$ cat config.mk
export PLATFORM = sky130hd
export DESIGN_NAME = reg_dump_flat
export DESIGN_NICKNAME = d
export VERILOG_FILES = /design/src/rtl/reg_dump_if.sv /design/src/rtl/reg_dump.sv /design/src/flat_wrapper.sv
export SDC_FILE = /design/constraint.sdc
export NUM_CORES = 1
export LEC_CHECK = 0
export ABC_CLOCK_PERIOD_IN_PS = 2000
export CORE_UTILIZATION = 30
export DETAILED_ROUTE_END_ITERATION = 16
export HOLD_SLACK_MARGIN = 0.06
export PLACE_DENSITY = 0.68
export REMOVE_ABC_BUFFERS = 1
export SKIP_LAST_GASP = 1
export SLEW_MARGIN = 20
export SYNTH_ARGS = -nofsm -noshare
export SYNTH_HDL_FRONTEND = slang
export SYNTH_SLANG_ARGS = --single-unit
export TNS_END_PERCENT = 50
$ cat constraint.sdc
create_clock -name clk -period 2 [get_ports clk]
set_clock_uncertainty 0.15 [all_clocks]
set_input_delay 0.4 -clock clk [delete_from_list [all_inputs] [get_ports clk]]
set_output_delay 0.4 -clock clk [all_outputs]
set_load 0.03 [all_outputs]
$ cat src/rtl/reg_dump_if.sv
// Register-dump bus: read port toward the register file plus the valid/ready beat stream.
// master = dump engine, slave = register file / consumer side.
interface reg_dump_if #(
    parameter int W = 8,
    parameter int D = 3
);
    logic         start;
    logic         abort;
    logic [D-1:0] dump_read_address;
    logic [W-1:0] dump_read_data;
    logic         out_valid;
    logic         out_ready;
    logic [W-1:0] out_data;
    logic [D-1:0] out_address;
    logic         out_last;
    logic         busy;
    logic         done;

    modport master (
        input  start, abort, dump_read_data, out_ready,
        output dump_read_address, out_valid, out_data, out_address, out_last, busy, done
    );

    modport slave (
        output start, abort, dump_read_data, out_ready,
        input  dump_read_address, out_valid, out_data, out_address, out_last, busy, done
    );
endinterface

$ cat src/rtl/reg_dump.sv
// Streams all 2**D registers as valid/ready beats; first beat 2 cycles after start, then one beat per 2 cycles.
// Backpressure: a SEND beat is held stable until out_ready; out_valid never depends on out_ready.
module reg_dump #(
    parameter int W = 8,
    parameter int D = 3
) (
    input  logic       clk,
    input  logic       rst,
    reg_dump_if.master bus
);
    localparam logic [D-1:0] LAST_PTR = '1;

    typedef enum logic [1:0] {IDLE, FETCH, SEND, FINISH} state_t;

    typedef struct packed {
        logic [W-1:0] data;
        logic [D-1:0] address;
        logic         last;
    } beat_t;

    state_t       state, state_n;
    logic [D-1:0] ptr, ptr_n;
    beat_t        beat;
    logic         capture;

    always_ff @(posedge clk or posedge rst) begin
        if (rst) begin
            state <= IDLE;
            ptr   <= '0;
            beat  <= '0;
        end else begin
            state <= state_n;
            ptr   <= ptr_n;
            if (capture) begin
                beat.data    <= bus.dump_read_data;
                beat.address <= ptr;
                beat.last    <= (ptr == LAST_PTR);
            end
        end
    end

    always_comb begin
        state_n = state;
        ptr_n   = ptr;
        capture = 1'b0;
        case (state)
            IDLE: begin
                if (bus.start) begin
                    state_n = FETCH;
                    ptr_n   = '0;
                end
            end
            FETCH: begin
                if (bus.abort) begin
                    state_n = IDLE;
                end else begin
                    capture = 1'b1;
                    state_n = SEND;
                end
            end
            SEND: begin
                // Abort wins over a coincident transfer; the beat still counts as delivered.
                if (bus.abort) begin
                    state_n = IDLE;
                end else if (bus.out_ready) begin
                    if (ptr == LAST_PTR) begin
                        state_n = FINISH;
                    end else begin
                        ptr_n   = ptr + 1'b1;
                        state_n = FETCH;
                    end
                end
            end
            FINISH: begin
                state_n = IDLE;
            end
            default: begin
                state_n = IDLE;
            end
        endcase
    end

    assign bus.dump_read_address = ptr;
    assign bus.out_valid         = (state == SEND);
    assign bus.out_data          = beat.data;
    assign bus.out_address       = beat.address;
    assign bus.out_last          = beat.last;
    assign bus.busy              = (state != IDLE);
    // An abort landing on the completion cycle suppresses the pulse for that dump.
    assign bus.done              = (state == FINISH) && !bus.abort;
endmodule
$ cat src/flat_wrapper.sv
// flat-port wrapper written by rule: the top's interface ports become plain ports
module reg_dump_flat 
#(
    parameter int W = 8,
    parameter int D = 3
)
  (clk, rst, bus_start, bus_abort, bus_dump_read_data, bus_out_ready, bus_dump_read_address, bus_out_valid, bus_out_data, bus_out_address, bus_out_last, bus_busy, bus_done);
  reg_dump_if #(.W(W), .D(D)) bus_i ();
  input  logic clk;
  input  logic rst;
  input wire logic [$bits(bus_i.start)-1:0] bus_start;
  input wire logic [$bits(bus_i.abort)-1:0] bus_abort;
  input wire logic [$bits(bus_i.dump_read_data)-1:0] bus_dump_read_data;
  input wire logic [$bits(bus_i.out_ready)-1:0] bus_out_ready;
  output wire logic [$bits(bus_i.dump_read_address)-1:0] bus_dump_read_address;
  output wire logic [$bits(bus_i.out_valid)-1:0] bus_out_valid;
  output wire logic [$bits(bus_i.out_data)-1:0] bus_out_data;
  output wire logic [$bits(bus_i.out_address)-1:0] bus_out_address;
  output wire logic [$bits(bus_i.out_last)-1:0] bus_out_last;
  output wire logic [$bits(bus_i.busy)-1:0] bus_busy;
  output wire logic [$bits(bus_i.done)-1:0] bus_done;
  assign bus_i.start = bus_start;
  assign bus_i.abort = bus_abort;
  assign bus_i.dump_read_data = bus_dump_read_data;
  assign bus_i.out_ready = bus_out_ready;
  assign bus_dump_read_address = bus_i.dump_read_address;
  assign bus_out_valid = bus_i.out_valid;
  assign bus_out_data = bus_i.out_data;
  assign bus_out_address = bus_i.out_address;
  assign bus_out_last = bus_i.out_last;
  assign bus_busy = bus_i.busy;
  assign bus_done = bus_i.done;
  reg_dump #(.W(W), .D(D)) u_core (.clk(clk), .rst(rst), .bus(bus_i));
endmodule
# Word-level counts from Yosys, hierarchy flattened
# Cells that the tools add are included.
# classes
n_addsub,1
n_reduce_logical,7
mux,13
n_eq_ne,9
# ops
cell,n
3-bit two-way mux,4
2-bit two-way mux,5
"2-bit inequality test, second input constant",4
2-bit case mux with 4 select lines,1
3-bit case mux with 2 select lines,1
5-bit AND reduction,1
"2-bit == test, second input constant",2
2-bit nonzero test,2
"3-bit by 1-bit adder with 3-bit output, second input constant",1
"3-bit == test, second input constant",1
"3-bit inequality test, second input constant",1
"2-bit by 1-bit == test with 1-bit output, second input constant",1
2-bit logical NOT,1
1-bit two-way mux,2
2-bit AND reduction,1
1-bit logical AND,1
1-bit logical NOT,1
# word_totals
reg_bits,17
elab_cells,35

# Logic depth before layout (Yosys ltp)
# depth
ltp_word,5
ltp_mapped,5

# Worst setup path after synthesis
# Ideal clock, no wire load.
# synth_path
path_type,reg2reg
startpoint,"register u_core.ptr[0], in the netlist u_core.bus.dump_read_address[0]"
endpoint,"register u_core.ptr[1], in the netlist u_core.bus.dump_read_address[1]"
stages_incl_launch_ff,6
path_buffers,0
setup_time_ps,126
arrival_time_ps,1593
slack_ps,131
path_cell_list,dfrtp_1 > ha_1 > ha_1 > nand4bb_1 > o211a_1 > a221o_1
# synth_via
elab_chain_len,5
elab_cells_between_ends,8
# synth_lines
element,line_no,text
"start, declared",reg_dump.sv:22,"logic [D-1:0] ptr, ptr_n;"
"start signal, assigned",reg_dump.sv:33,ptr <= ptr_n;
3-bit by 1-bit adder with 3-bit output,reg_dump.sv:69,ptr_n = ptr + 1'b1;
3-bit two-way mux,reg_dump.sv:66,if (ptr == LAST_PTR) begin
3-bit two-way mux,reg_dump.sv:65,end else if (bus.out_ready) begin
3-bit two-way mux,reg_dump.sv:63,if (bus.abort) begin
3-bit case mux with 2 select lines,reg_dump.sv:46,case (state)
# Several ways; a longest one is shown, not always the timed one. The select of a mux whose other input is x is not followed.
# A chain may end at the register's enable or synchronous reset.

# Worst setup path in the final report
# layout_path
startpoint,"register u_core.ptr[1], in the netlist u_core.bus.dump_read_address[1]"
endpoint,output port bus_dump_read_address[1]
# layout_lines
element,line_no,text
"end, declared",flat_wrapper.sv:15,output wire logic [$bits(bus_i.dump_read_address)-1:0] bus_dump_read_address;
# No word-level cell between the ends.

==> results_dict.tcl <==
set metrics [dict create \
    p_seq_frac 0.388 \
    synth_seq_cells 17 \
    slew_viol_final 0 \
    syn_to_final_growth_pct 51.71 \
    netlist_area_um2 769.5 \
    cts_hold_buffers 0 \
    grt_usage 0.1311 \
    clkSinkCount 17 \
    die_x_um 52.65 \
    max_cap_violations 0 \
    r2r_cells 5 \
    die_h_um 52.65 \
    clkTransAtPathRegs_ns 0.11 \
    dr.pass1.iters 3 \
    cts-root-buf "clkbuf_4" \
    max-slew-margin-rel 0.7873 \
    fin_crit_sh 1.000 \
    grt_max_degree 18 \
    synth_top_area_cell "dfrtp_1" \
    combPwrFrac 0.453 \
    register_area_um2 425.4 \
    yosys.area_share.simple 0.1171 \
    core-area_um2 2318 \
    status "complete, but fails checks" \
    routed_wl_um 1601 \
    hold_violations 0 \
    dp.cells 118 \
    synth_area_leaders "dfrtp_1 55%, mux2_2 18%, ha_1 3.3%" \
    synth_cell_type_count 23 \
    first_global_vias 577 \
    violations "negative setup slack" \
    grt_remaining_overflow 0 \
    max_freq_mhz 499.8 \
    cp.required_ns 1.45 \
    wl_per_cell_um 13.12 \
    vdd_drop_max_mv 0.7838 \
    synth_top_family_by_area "multiplexers" \
    diodes 0 \
    cp_max_fo 4 \
    clock_path_buffers 2 \
    synthAdderAreaFrac 0.03252 \
    start_util 0.3319 \
    num_rows 17 \
    swShare 0.3686 \
    p_sw_w 0.0004461 \
    place_area_um2 1140 \
    rsz0062_at_grt "yes" \
    initialDrtViolationCount 12 \
    yosysSeqAreaShare 0.5528 \
    grt_pass1_wl_um 2566 \
    yosysWarningCount 0 \
    mostFrequentLayoutCell "clkdlybuf4s50_1" \
    critPathKind "register to output port" \
    fillers 228 \
    pwr-share-clk 0.159 \
    layout_common_cells "26 x clkdlybuf4s50_1, 17 x dfrtp_1, 12 x mux2_2" \
    endpoint_kind "output port" \
    synth_xor_area_frac 0 \
    design_area_um2 1167 \
    synth_compound_area_frac 0.08130 \
    worst_pin_slew_ns 0.3181 \
    ioPinCount 31 \
    finalSetupTns_ns -0.0008835 \
    cts_buffers 3 \
    place.gp.congestion 0.6916 \
    timing.final.crit_period_ns 2.001 \
    avgSynthCellArea_um2 13.50 \
    internal-power_w 0.0007641 \
    vias 583 \
    antenna_found_initial 0 \
    final_nets 110 \
    routed_via_density 4.779 \
    power_density_nw_per_um2 1037 \
    dieArea_um2 2772 \
    ant_nets 0 \
    drc 0 \
    netlist.area_leader.share 0.5528 \
    io_buffers 30 \
    stdcell_count 122 \
    finalSetupViolCount 1 \
    cts_tree "done" \
    layout_setup_ws_ns -0.0008835 \
    cts-htree-levels 1 \
    multi_input_area_um2 312.8 \
    leakagePower_nw 0.5710 \
    hold_class "input port to asynchronous set/reset pin" \
    critPathLaunchType "register" \
    clock_latency_ns 0.30 \
    drive_gt1_frac 0.2660 \
    syn_inst 57 \
    critPathArrivalTime_ns 1.45 \
    synthMuxAreaShare 0.1756 \
]
worst paths after layout:
| check | start | to | slack, ns |
|---|---|---|---|
| worst max-delay path | u_core.bus.dump_read_address[1] | bus_dump_read_address[1] | -0.0009 |
| worst min-delay path | rst | u_core.bus.dump_read_address[1] | 0.25 |
| worst max register to register | u_core.bus.dump_read_address[0] | u_core.bus.dump_read_address[1] | 0.15 |
| worst min register to register | u_core.bus.out_address[2] | u_core.bus.out_address[2] | 0.36 |
| max in group asynchronous | rst | u_core.bus.out_data[4] | 1.27 |
| min in group clk | u_core.bus.out_address[2] | u_core.bus.out_address[2] | 0.36 |
kinds of logic after synthesis:
group / after synthesis
buf+inv: 6
fa+ha+maj: 2
mux: 12
compound gates: 8
flops: 17
simple gates: 12
cell type report:
class                      count  area share
timing repair buffer          36      0.3044
sequential                    17      0.3644
inverter                       3    0.009646
multi-input combinational     34      0.2680
clock inverter                 1    0.004287
tap                           28     0.03001
clock buffer                   3     0.01929
per-layer routing:
layer / wire (um) / share of wire / GRT usage / vias up
li1: - / - / - / 277
met1: 704 / 0.44 / 0.1503 / 287
met2: 804 / 0.50 / 0.2110 / 15
met3: 67 / 0.042 / 0.03478 / 4
met4: 24 / 0.015 / 0.08772 / 0
met5: 0 / 0 / 0 / -
worst max-delay path, cell delays in order (launching register included):
cell	delay, ns
dfrtp_1	0.36
buf_4	0.13
clkdlybuf4s50_1	0.66
registers in the layout, indices dropped and copies added, names as in the netlist:
signal / count
u_core.state: 2
u_core.bus.out_address: 3
u_core.bus.out_data: 8
u_core.bus.out_last: 1
u_core.bus.dump_read_address: 3
power groups by stage:
stage | Combinational [W] | Clock, W | Sequential [W]
after floorplan | 0.000124 | 0 | 0.000650
after detailed placement | 0.000556 | 0 | 0.000478
final | 0.000549 | 0.000193 | 0.000469
after CTS | 0.000556 | 0.000199 | 0.000470
after global placement | 0.000549 | 0 | 0.000474
after global routing | 0.000579 | 0.000215 | 0.000481
synth_stat cells (all sizes together):
library cell / number
nor2b: 1
clkbuf: 1
nand3: 1
nand2b: 2
o211a: 2
nand3b: 1
or2: 1
a221o: 2
inv: 3
or3: 1
nand2: 1
a21oi: 2
nand4bb: 1
nor2: 1
dfrtp: 17
buf: 2
o211ai: 1
mux2: 12
nor3b: 1
o21ai: 1
and3b: 1
ha: 2
through the flow:
| stage | hold slack (ns) | util | setup WS (ns) | power [W] |
|---|---|---|---|---|
| after floorplan | 0.1761 | - | 0.1289 | 0.0007733 |
| after global placement | 0.3377 | 0.4916 | 0.08820 | 0.001023 |
| after detailed placement | 0.3454 | 0.4916 | 0.02845 | 0.001034 |
| after CTS | 0.2494 | 0.5024 | -0.02774 | 0.001225 |
| after global routing | 0.2710 | 0.5035 | -0.04333 | 0.001275 |
| final | 0.2467 | 0.5035 | -0.0008835 | 0.001210 |
what timing repair did:
item                                    in CTS  in global routing
endpoints found under the setup margin       4                  3
setup buffers                                0                  0
gates resized for setup                      2                  1
Note: power is estimated with default switching activity, not from simulation.
